**config.mk**
```make
export PLATFORM = sky130hd
export DESIGN_NAME = me_wb_mem_flat
export DESIGN_NICKNAME = d
export VERILOG_FILES = /design/src/rtl/me_wb_mem_if.sv /design/src/rtl/me_wb_mem.sv /design/src/flat_wrapper.sv
export SDC_FILE = /design/constraint.sdc
export NUM_CORES = 1
export LEC_CHECK = 0
export ABC_AREA = 0
export ABC_CLOCK_PERIOD_IN_PS = 1300
export CELL_PAD_IN_SITES_DETAIL_PLACEMENT = 1
export CELL_PAD_IN_SITES_GLOBAL_PLACEMENT = 1
export CORE_AREA = 4 4 165 167
export CTS_BUF_LIST = sky130_fd_sc_hd__clkbuf_16
export DETAILED_ROUTE_END_ITERATION = 12
export DIE_AREA = 0 0 169 171
export PLACE_DENSITY = 0.82
export RECOVER_POWER = 50
export SYNTH_ARGS = -nofsm -noshare
export SYNTH_HDL_FRONTEND = slang
export SYNTH_SLANG_ARGS = --single-unit
```
**constraint.sdc**
```tcl
create_clock -name clk -period 1.3 [get_ports clk]
set_input_delay 0.39 -clock clk [delete_from_list [all_inputs] [get_ports clk]]
set_output_delay 0.39 -clock clk [all_outputs]
set_load 0.01 [all_outputs]
```
**src/rtl/me_wb_mem_if.sv**
```systemverilog
// me_wb_mem_if: data-memory req/ack bus between the memory-stage controller and data memory.
interface me_wb_mem_if;
  localparam int unsigned DW = 32;

  logic          dm_req;
  logic          dm_we;
  logic [DW-1:0] dm_addr;
  logic [DW-1:0] dm_wdata;
  logic [DW-1:0] dm_rdata;
  logic          dm_ack;

  modport master (output dm_req, dm_we, dm_addr, dm_wdata, input dm_rdata, dm_ack);
  modport slave  (input dm_req, dm_we, dm_addr, dm_wdata, output dm_rdata, dm_ack);
endinterface

```
**src/rtl/me_wb_mem.sv**
```systemverilog
// me_wb_mem: memory-stage req/ack controller and MEM/WB pipeline register.
// Optional feature: define MEM_TIMEOUT_EN to build the WAIT timeout counter and sticky mem_err.
module me_wb_mem #(
  parameter  int unsigned TIMEOUT_CYCLES = 16,
  localparam int unsigned DW = 32,
  localparam int unsigned RW = 5,
  localparam int unsigned SW = 2
) (
  input  logic          clk,
  input  logic          reset,
  input  logic [DW-1:0] pc8_M,
  input  logic [DW-1:0] ALUOut_M,
  input  logic [DW-1:0] WriteData_M,
  input  logic [RW-1:0] WriteReg_M,
  input  logic          RegWrite_M,
  input  logic          MemWrite_M,
  input  logic          Jal_M,
  input  logic [SW-1:0] MemtoReg_M,
  me_wb_mem_if.master   dm,
  output logic          stall_M,
  output logic [DW-1:0] pc8_W,
  output logic [DW-1:0] ALUOut_W,
  output logic [DW-1:0] ReadData_W,
  output logic [RW-1:0] WriteReg_W,
  output logic          RegWrite_W,
  output logic          Jal_W,
  output logic [SW-1:0] MemtoReg_W,
  output logic          mem_err
);

  typedef enum logic [1:0] {
    S_IDLE = 2'd0,
    S_WAIT = 2'd1,
    S_DONE = 2'd2
  } state_e;

  state_e        state_q, state_d;
  logic [DW-1:0] addr_q, addr_d;
  logic [DW-1:0] wdata_q, wdata_d;
  logic [DW-1:0] rdata_q, rdata_d;
  logic          we_q, we_d;

  logic [DW-1:0] pc8_q, pc8_d;
  logic [DW-1:0] alu_q, alu_d;
  logic [DW-1:0] rd_q, rd_d;
  logic [RW-1:0] wr_q, wr_d;
  logic          rw_q, rw_d;
  logic          jal_q, jal_d;
  logic [SW-1:0] mtr_q, mtr_d;

  logic          need_access;
  logic          stall_raw;
  logic          load_m;

`ifdef MEM_TIMEOUT_EN
  localparam int unsigned CW = (TIMEOUT_CYCLES < 1) ? 1 : $clog2(TIMEOUT_CYCLES + 1);
  logic [CW-1:0] cnt_q, cnt_d;
  logic          err_q, err_d;
`else
  logic          unused_cfg;
  assign unused_cfg = ^TIMEOUT_CYCLES;
`endif

  assign need_access = MemWrite_M | (MemtoReg_M == 2'b01);

  // Next-state, bus latches and W-register next value
  always_comb begin
    state_d   = state_q;
    addr_d    = addr_q;
    wdata_d   = wdata_q;
    we_d      = we_q;
    rdata_d   = rdata_q;
    stall_raw = 1'b0;
    load_m    = 1'b0;
    rd_d      = '0;
`ifdef MEM_TIMEOUT_EN
    cnt_d     = cnt_q;
    err_d     = err_q;
`endif
    unique case (state_q)
      S_IDLE: begin
        if (need_access) begin
          stall_raw = 1'b1;
          addr_d    = {ALUOut_M[DW-1:2], 2'b00};
          wdata_d   = WriteData_M;
          we_d      = MemWrite_M;
          state_d   = S_WAIT;
`ifdef MEM_TIMEOUT_EN
          cnt_d     = '0;
`endif
        end else begin
          load_m = 1'b1;
        end
      end
      S_WAIT: begin
        stall_raw = 1'b1;
        if (dm.dm_ack) begin
          rdata_d = dm.dm_rdata;
          state_d = S_DONE;
        end
`ifdef MEM_TIMEOUT_EN
        else begin
          cnt_d = cnt_q + CW'(1);
          if (cnt_d == CW'(TIMEOUT_CYCLES)) begin
            rdata_d = DW'(32'hDEADBEEF);
            err_d   = 1'b1;
            state_d = S_DONE;
          end
        end
`endif
      end
      S_DONE: begin
        load_m  = 1'b1;
        rd_d    = rdata_q;
        state_d = S_IDLE;
      end
      default: state_d = S_IDLE;
    endcase

    // Bubble unless the M bundle retires into W this cycle
    pc8_d = '0;
    alu_d = '0;
    wr_d  = '0;
    rw_d  = 1'b0;
    jal_d = 1'b0;
    mtr_d = '0;
    if (load_m) begin
      pc8_d = pc8_M;
      alu_d = ALUOut_M;
      wr_d  = WriteReg_M;
      rw_d  = RegWrite_M;
      jal_d = Jal_M;
      mtr_d = MemtoReg_M;
    end
  end

  always_ff @(posedge clk) begin
    if (!reset) begin
      state_q <= S_IDLE;
      addr_q  <= '0;
      wdata_q <= '0;
      we_q    <= 1'b0;
      rdata_q <= '0;
      pc8_q   <= '0;
      alu_q   <= '0;
      rd_q    <= '0;
      wr_q    <= '0;
      rw_q    <= 1'b0;
      jal_q   <= 1'b0;
      mtr_q   <= '0;
`ifdef MEM_TIMEOUT_EN
      cnt_q   <= '0;
      err_q   <= 1'b0;
`endif
    end else begin
      state_q <= state_d;
      addr_q  <= addr_d;
      wdata_q <= wdata_d;
      we_q    <= we_d;
      rdata_q <= rdata_d;
      pc8_q   <= pc8_d;
      alu_q   <= alu_d;
      rd_q    <= rd_d;
      wr_q    <= wr_d;
      rw_q    <= rw_d;
      jal_q   <= jal_d;
      mtr_q   <= mtr_d;
`ifdef MEM_TIMEOUT_EN
      cnt_q   <= cnt_d;
      err_q   <= err_d;
`endif
    end
  end

  // Stall is suppressed while reset is held so the front end sees a clean pipeline
  assign stall_M     = reset & stall_raw;

  assign dm.dm_req   = (state_q == S_WAIT);
  assign dm.dm_we    = (state_q == S_WAIT) & we_q;
  assign dm.dm_addr  = addr_q;
  assign dm.dm_wdata = wdata_q;

  assign pc8_W       = pc8_q;
  assign ALUOut_W    = alu_q;
  assign ReadData_W  = rd_q;
  assign WriteReg_W  = wr_q;
  assign RegWrite_W  = rw_q;
  assign Jal_W       = jal_q;
  assign MemtoReg_W  = mtr_q;

`ifdef MEM_TIMEOUT_EN
  assign mem_err     = err_q;
`else
  assign mem_err     = 1'b0;
`endif

endmodule

```
**src/flat_wrapper.sv**
```systemverilog
// flat-port wrapper written by rule: the top's interface ports become plain ports
module me_wb_mem_flat 
#(
  parameter  int unsigned TIMEOUT_CYCLES = 16,
  localparam int unsigned DW = 32,
  localparam int unsigned RW = 5,
  localparam int unsigned SW = 2
)
  (clk, reset, pc8_M, ALUOut_M, WriteData_M, WriteReg_M, RegWrite_M, MemWrite_M, Jal_M, MemtoReg_M, stall_M, pc8_W, ALUOut_W, ReadData_W, WriteReg_W, RegWrite_W, Jal_W, MemtoReg_W, mem_err, dm_dm_req, dm_dm_we, dm_dm_addr, dm_dm_wdata, dm_dm_rdata, dm_dm_ack);
  me_wb_mem_if dm_i ();
  input  logic clk;
  input  logic reset;
  input  logic [DW-1:0] pc8_M;
  input  logic [DW-1:0] ALUOut_M;
  input  logic [DW-1:0] WriteData_M;
  input  logic [RW-1:0] WriteReg_M;
  input  logic RegWrite_M;
  input  logic MemWrite_M;
  input  logic Jal_M;
  input  logic [SW-1:0] MemtoReg_M;
  output logic stall_M;
  output logic [DW-1:0] pc8_W;
  output logic [DW-1:0] ALUOut_W;
  output logic [DW-1:0] ReadData_W;
  output logic [RW-1:0] WriteReg_W;
  output logic RegWrite_W;
  output logic Jal_W;
  output logic [SW-1:0] MemtoReg_W;
  output logic mem_err;
  output wire logic [$bits(dm_i.dm_req)-1:0] dm_dm_req;
  output wire logic [$bits(dm_i.dm_we)-1:0] dm_dm_we;
  output wire logic [$bits(dm_i.dm_addr)-1:0] dm_dm_addr;
  output wire logic [$bits(dm_i.dm_wdata)-1:0] dm_dm_wdata;
  input wire logic [$bits(dm_i.dm_rdata)-1:0] dm_dm_rdata;
  input wire logic [$bits(dm_i.dm_ack)-1:0] dm_dm_ack;
  assign dm_dm_req = dm_i.dm_req;
  assign dm_dm_we = dm_i.dm_we;
  assign dm_dm_addr = dm_i.dm_addr;
  assign dm_dm_wdata = dm_i.dm_wdata;
  assign dm_i.dm_rdata = dm_dm_rdata;
  assign dm_i.dm_ack = dm_dm_ack;
  me_wb_mem #(.TIMEOUT_CYCLES(TIMEOUT_CYCLES)) u_core (.clk(clk), .reset(reset), .pc8_M(pc8_M), .ALUOut_M(ALUOut_M), .WriteData_M(WriteData_M), .WriteReg_M(WriteReg_M), .RegWrite_M(RegWrite_M), .MemWrite_M(MemWrite_M), .Jal_M(Jal_M), .MemtoReg_M(MemtoReg_M), .dm(dm_i), .stall_M(stall_M), .pc8_W(pc8_W), .ALUOut_W(ALUOut_W), .ReadData_W(ReadData_W), .WriteReg_W(WriteReg_W), .RegWrite_W(RegWrite_W), .Jal_W(Jal_W), .MemtoReg_W(MemtoReg_W), .mem_err(mem_err));
endmodule
```
=== Word level (Yosys, flattened, before mapping) ===
Cells that the tools add are included.

* Register bits after elaboration: 202
* Input port bits: 141
* Output and inout bits: 173
* Logic and storage cells: 33

* Equal/unequal tests: 5
* Multiplexer cells: 7
* Bitwise gates (word level): 3
* Reductions and logical operators: 6

{| class="wikitable"
|+ Operators with widths
! cell !! number
|-
| $reduce_and A2 Y1 || 5
|-
| $eq A2 B1 Y1 const B || 2
|-
| $mux W2 || 2
|-
| $ne A2 B1 Y1 const B || 2
|-
| $pmux W1 S2 || 2
|-
| $pmux W2 S2 || 1
|-
| $and A1 B1 Y1 || 2
|-
| $eq A2 B2 Y1 const B || 1
|-
| $logic_not A2 Y1 || 1
|-
| $mux W1 || 2
|-
| $or A1 B1 Y1 || 1
|}

=== Longest topological paths before layout ===
* Depth after elaboration: 5
* Depth in mapped cells: 5
* Gate-level depth less buffers: 3

=== Least setup slack after synthesis ===
No wires, ideal clock.

* Path kind: in2out
* Start: input port reset
* End: output port stall_M
* Arrival time: 1.040 ns
* Data required time: 0.910 ns
* Path slack: -0.130 ns
* Stages on the path: 3
* Path buffers: 2
* Cells stage by stage: buf_2 -> clkbuf_1 -> and3_1

* Word-level cells in the longest chain between the ends: 1

{| class="wikitable"
|+ RTL lines
! element !! line !! text
|-
| start, declared || flat_wrapper.sv:12 || <nowiki>input logic reset;</nowiki>
|-
| $and A1 B1 Y1 || me_wb_mem.sv:176 || <nowiki>assign stall_M = reset & stall_raw;</nowiki>
|-
| end, declared || flat_wrapper.sv:21 || <nowiki>output logic stall_M;</nowiki>
|}

Every way passes these cells.

=== Worst setup path after layout ===
* Start: register u_core.state_q[0]
* End: output port stall_M

* Word-level cells in the longest chain between the ends: 3
* Elaborated cells between the ends (all ways): 4
* Those cells by class: eq/ne (1); mux (1); bitwise (1); reduce/logical (1)

{| class="wikitable"
|+ RTL lines
! element !! line !! text
|-
| start, declared || me_wb_mem.sv:37 || <nowiki>state_e state_q, state_d;</nowiki>
|-
| start signal, assigned || me_wb_mem.sv:156 || <nowiki>state_q <= state_d;</nowiki>
|-
| $eq A2 B1 Y1 / $logic_not A2 Y1 (equally long branches) || me_wb_mem.sv:80 || <nowiki>unique case (state_q)</nowiki>
|-
| $pmux W1 S2 (*) || me_wb_mem.sv:80 ||
|-
| $and A1 B1 Y1 (*) || me_wb_mem.sv:176 ||
|}

Mark *: on every way between the ends. The rest lies on a longest branch, timed or not.

==> flow_metrics.py <==
metrics = {
    "pwr": {
        "power_leakage_nw": 5.505,
        "ir_drop_mv": 0.9845,
        "p_per_area_nw_per_um2": 1243,
        "internal_power_mw": 11.99,
        "power_mw": 15.99,
        "switching_share_pct": 25.03,
        "p_comb_share_pct": 19.3,
        "net-switching-power_mw": 4.003,
        "pwr-share-seq_pct": 42.2,
        "clockPowerShare_pct": 38.6,
    },
    "cts": {
        "clock-sinks": 202,
        "tritoncts": "built",
        "ctsHoldBuffers": 0,
        "h-tree-depth": 1,
        "clockBufferDepth": 3,
        "numCtsBuffers": 23,
        "path_clk_slew_ns": 0.06,
        "clock_latency_ns": 0.51,
        "cts_root_buffer": "clkbuf_16",
    },
    "detailed_routing": {
        "drtIter0Drc": 255,
        "postRouteAntennaNets": 0,
        "post_drt_wl_per_cell_um": 18.98,
        "drc_errors": 0,
        "drt_pass1_iterations": 4,
        "num_vias": 6077,
        "routed_wl_um": 26340,
        "viasPerCell": 4.378,
    },
    "sta": {
        "slew_headroom_pct": 59.90,
        "min_period_ns": 1.659,
        "post-route-period-util_pct": 127.6,
        "drv_slew": 0,
        "fin_hold_ws_ns": 0.3553,
        "fmax_mhz": 602.9,
        "tightest_slew_ns": 0.6015,
        "hold_viol_final": 0,
        "rsz0062_at_grt": "true",
        "finalSetupViolations": 316,
        "setup_slack_ns": -0.3586,
        "fin_skew_ns": 0.01328,
    },
    "grt": {
        "grt_overflow": 0,
        "grt_pass1_wl_um": 38660,
        "grt_pass1_vias": 6691,
        "gr-usage-all-layers_pct": 16.70,
        "antenna_found_initial": 0,
        "grt_max_degree": 146,
    },
    "synthesis": {
        "syn_inst": 663,
        "avgSynthCellArea_sq_um": 10.34,
        "yosys_register_bits": 202,
        "synth_warnings": 0,
        "synth_seq_area_share_pct": 59.01,
        "synth.distinct_cells": 26,
        "netlist_area_sq_um": 6853,
    },
    "critical_path": {
        "required_ns": 0.91,
        "crit_path_end_kind": "output port",
        "worstSetupPathType": "reg2out",
        "arrival_ns": 1.27,
        "cp-start-kind": "register",
        "critPathMaxFanout": 3,
    },
    "final_layout": {
        "fillers": 2721,
        "antennaDiodeCount": 0,
        "nets": 1177,
        "design_area_sq_um": 12870,
        "drive_gt1_share_pct": 51.47,
        "areaGrowthSynthToFinish_pct": 87.80,
    },
    "place": {
        "dp_hpwl_um": 16040,
        "placed_area_sq_um": 10520,
        "gp_congestion": 0.7499,
        "io_buffers": 310,
    },
    "outcome": {
        "violations": "setup timing",
        "status": "finished, violations left",
    },
    "die": {
        "die_w_um": 169,
        "std_cell_rows": 59,
        "die_area_sq_um": 28900,
        "die_h_um": 171,
        "start_util_pct": 26.60,
        "io_pins": 314,
        "core-area_sq_um": 25760,
    },
    "flow_run": {
        "cap_violations": 0,
    },
    "worst_hold_path": {
        "hp-class": "in2reg",
    },
}
==> routing by layer <==
metal / part of all wire [%] / wire length, um / vias to the layer above / global-route usage, %
li1: - / - / 2901 / -
met2: 53 / 14070 / 200 / 31.02
met4: 2.2 / 568 / 0 / 4.025
met5: 0 / 0 / - / 0
met3: 7.0 / 1857 / 37 / 4.598
met1: 37 / 9851 / 2939 / 19.03
==> final timing paths <==
kind	from	end	slack (ns)	cells past startpoint
worst max-delay path	u_core.state_q[0]	stall_M	-0.36	4
worst min-delay path	MemtoReg_M[1]	u_core.MemtoReg_W[1]	0.36	2
worst max register to register	u_core.state_q[0]	u_core.dm.dm_wdata[2]	-0.30	7
worst min register to register	u_core.rdata_q[12]	u_core.rdata_q[12]	0.45	2
==> cells in the mapped netlist (all sizes together) <==
library cell	count	area, sq um
nor3b	73	548.0
clkbuf	15	56.30
and3b	1	8.760
and3	1	6.260
mux2i	62	620.6
nor2b	2	12.51
nand2b	2	20.02
a211oi	1	12.51
a21oi	1	8.760
nand3b	1	7.510
dfxtp	202	4044
nor2	1	3.750
inv	3	11.26
nand3	1	5.000
a21boi	32	240.2
conb	1	3.750
nand2	190	713.2
buf	38	301.5
and2	34	212.7
o32ai	1	8.760
o21a	1	7.510
==> stage by stage <==
stage / TNS, ns / instances / utilization, % / setup WS, ns
6_report: -21.85 / 1388 / 49.95 / -0.3586
5_1_grt: -39.43 / 1388 / 49.95 / -0.4108
3_5_place_dp: -115.88 / 1299 / 40.82 / -1.128
4_1_cts: -33.09 / 1373 / 47.55 / -0.3932
3_3_place_gp: -111.63 / 1299 / 40.82 / -1.147
2_1_floorplan: -0.7657 / 665 / - / -0.01391
==> power groups by stage <==
| stage | Sequential, mW | Combinational (mW) | Clock, mW |
|---|---|---|---|
| after floorplan | 6.90 | 0.808 | 0 |
| after global placement | 6.76 | 2.21 | 0 |
| after detailed placement | 6.78 | 2.26 | 0 |
| after CTS | 6.73 | 2.90 | 6.35 |
| after global routing | 6.78 | 3.28 | 6.64 |
| final | 6.75 | 3.08 | 6.17 |
==> placed cells by master, fill, tap and decap left out, types with 2 or more instances in the layout <==
cell type	Yosys	layout
nand2_2	0	8
and2_1	34	33
nand2_1	190	171
clkbuf_16	0	26
conb_1	1	3
nor3b_4	0	11
mux2i_2	0	4
clkdlybuf4s50_1	0	136
buf_4	6	39
nand2b_4	1	2
buf_12	6	20
clkinv_1	0	5
dfxtp_2	0	133
mux2i_1	62	58
nor3b_2	0	62
nand2_4	0	11
dfxtp_1	202	67
buf_16	0	13
a21boi_2	0	11
buf_2	25	33
bufinv_16	0	2
inv_1	3	10
buf_6	1	145
dlygate4sd2_1	0	3
buf_8	0	7
a21boi_1	11	21
inv_2	0	2
dfxtp_4	0	2
==> critical path, cell delays in order, from the launching register on <==
cell	delay, ns
dfxtp_4	0.37
inv_2	0.04
nand3_2	0.05
and3_4	0.20
buf_6	0.10
==> cell type report <==
type / count / area [sq um] / area share [%]
clock inverter: 19 / 137.6 / 1.069
inverter: 3 / 11.26 / 0.08750
multi-input combinational: 407 / 3092 / 24.02
tap: 335 / 419.2 / 3.257
sequential: 202 / 4218 / 32.77
timing repair buffer: 399 / 4417 / 34.32
clock buffer: 23 / 575.6 / 4.472
==> logic make-up (layout without fill, tap and decap cells) <==
family	count (synthesis)	in the layout	synth area share, %
AND/OR/NAND/NOR	306	306	22.44
flip-flops	202	202	59.01
multiplexers	62	62	9.056
buffers and inverters	56	444	5.386
AO/OA/AOI/OAI	36	36	4.053
other	1	3	0.05472
==> state kept, by name (all words and copies together), names as in the netlist <==
register / count
u_core.ReadData_W: 32
u_core.we_q: 1
u_core.RegWrite_W: 1
u_core.state_q: 2
u_core.ALUOut_W: 32
u_core.WriteReg_W: 5
u_core.rdata_q: 32
u_core.Jal_W: 1
u_core.MemtoReg_W: 2
u_core.dm.dm_wdata: 32
u_core.pc8_W: 32
u_core.dm.dm_addr: 30
==> timing repair <==
item                                    in CTS  in global routing
buffers inserted                            16                 18
resized for setup                         1028                157
gates cloned                                16                  3
pin swaps                                   12                 39
endpoints found under the setup margin     331                371
hold endpoints to repair                     0                  0
Power figures use the tool's default switching activity.
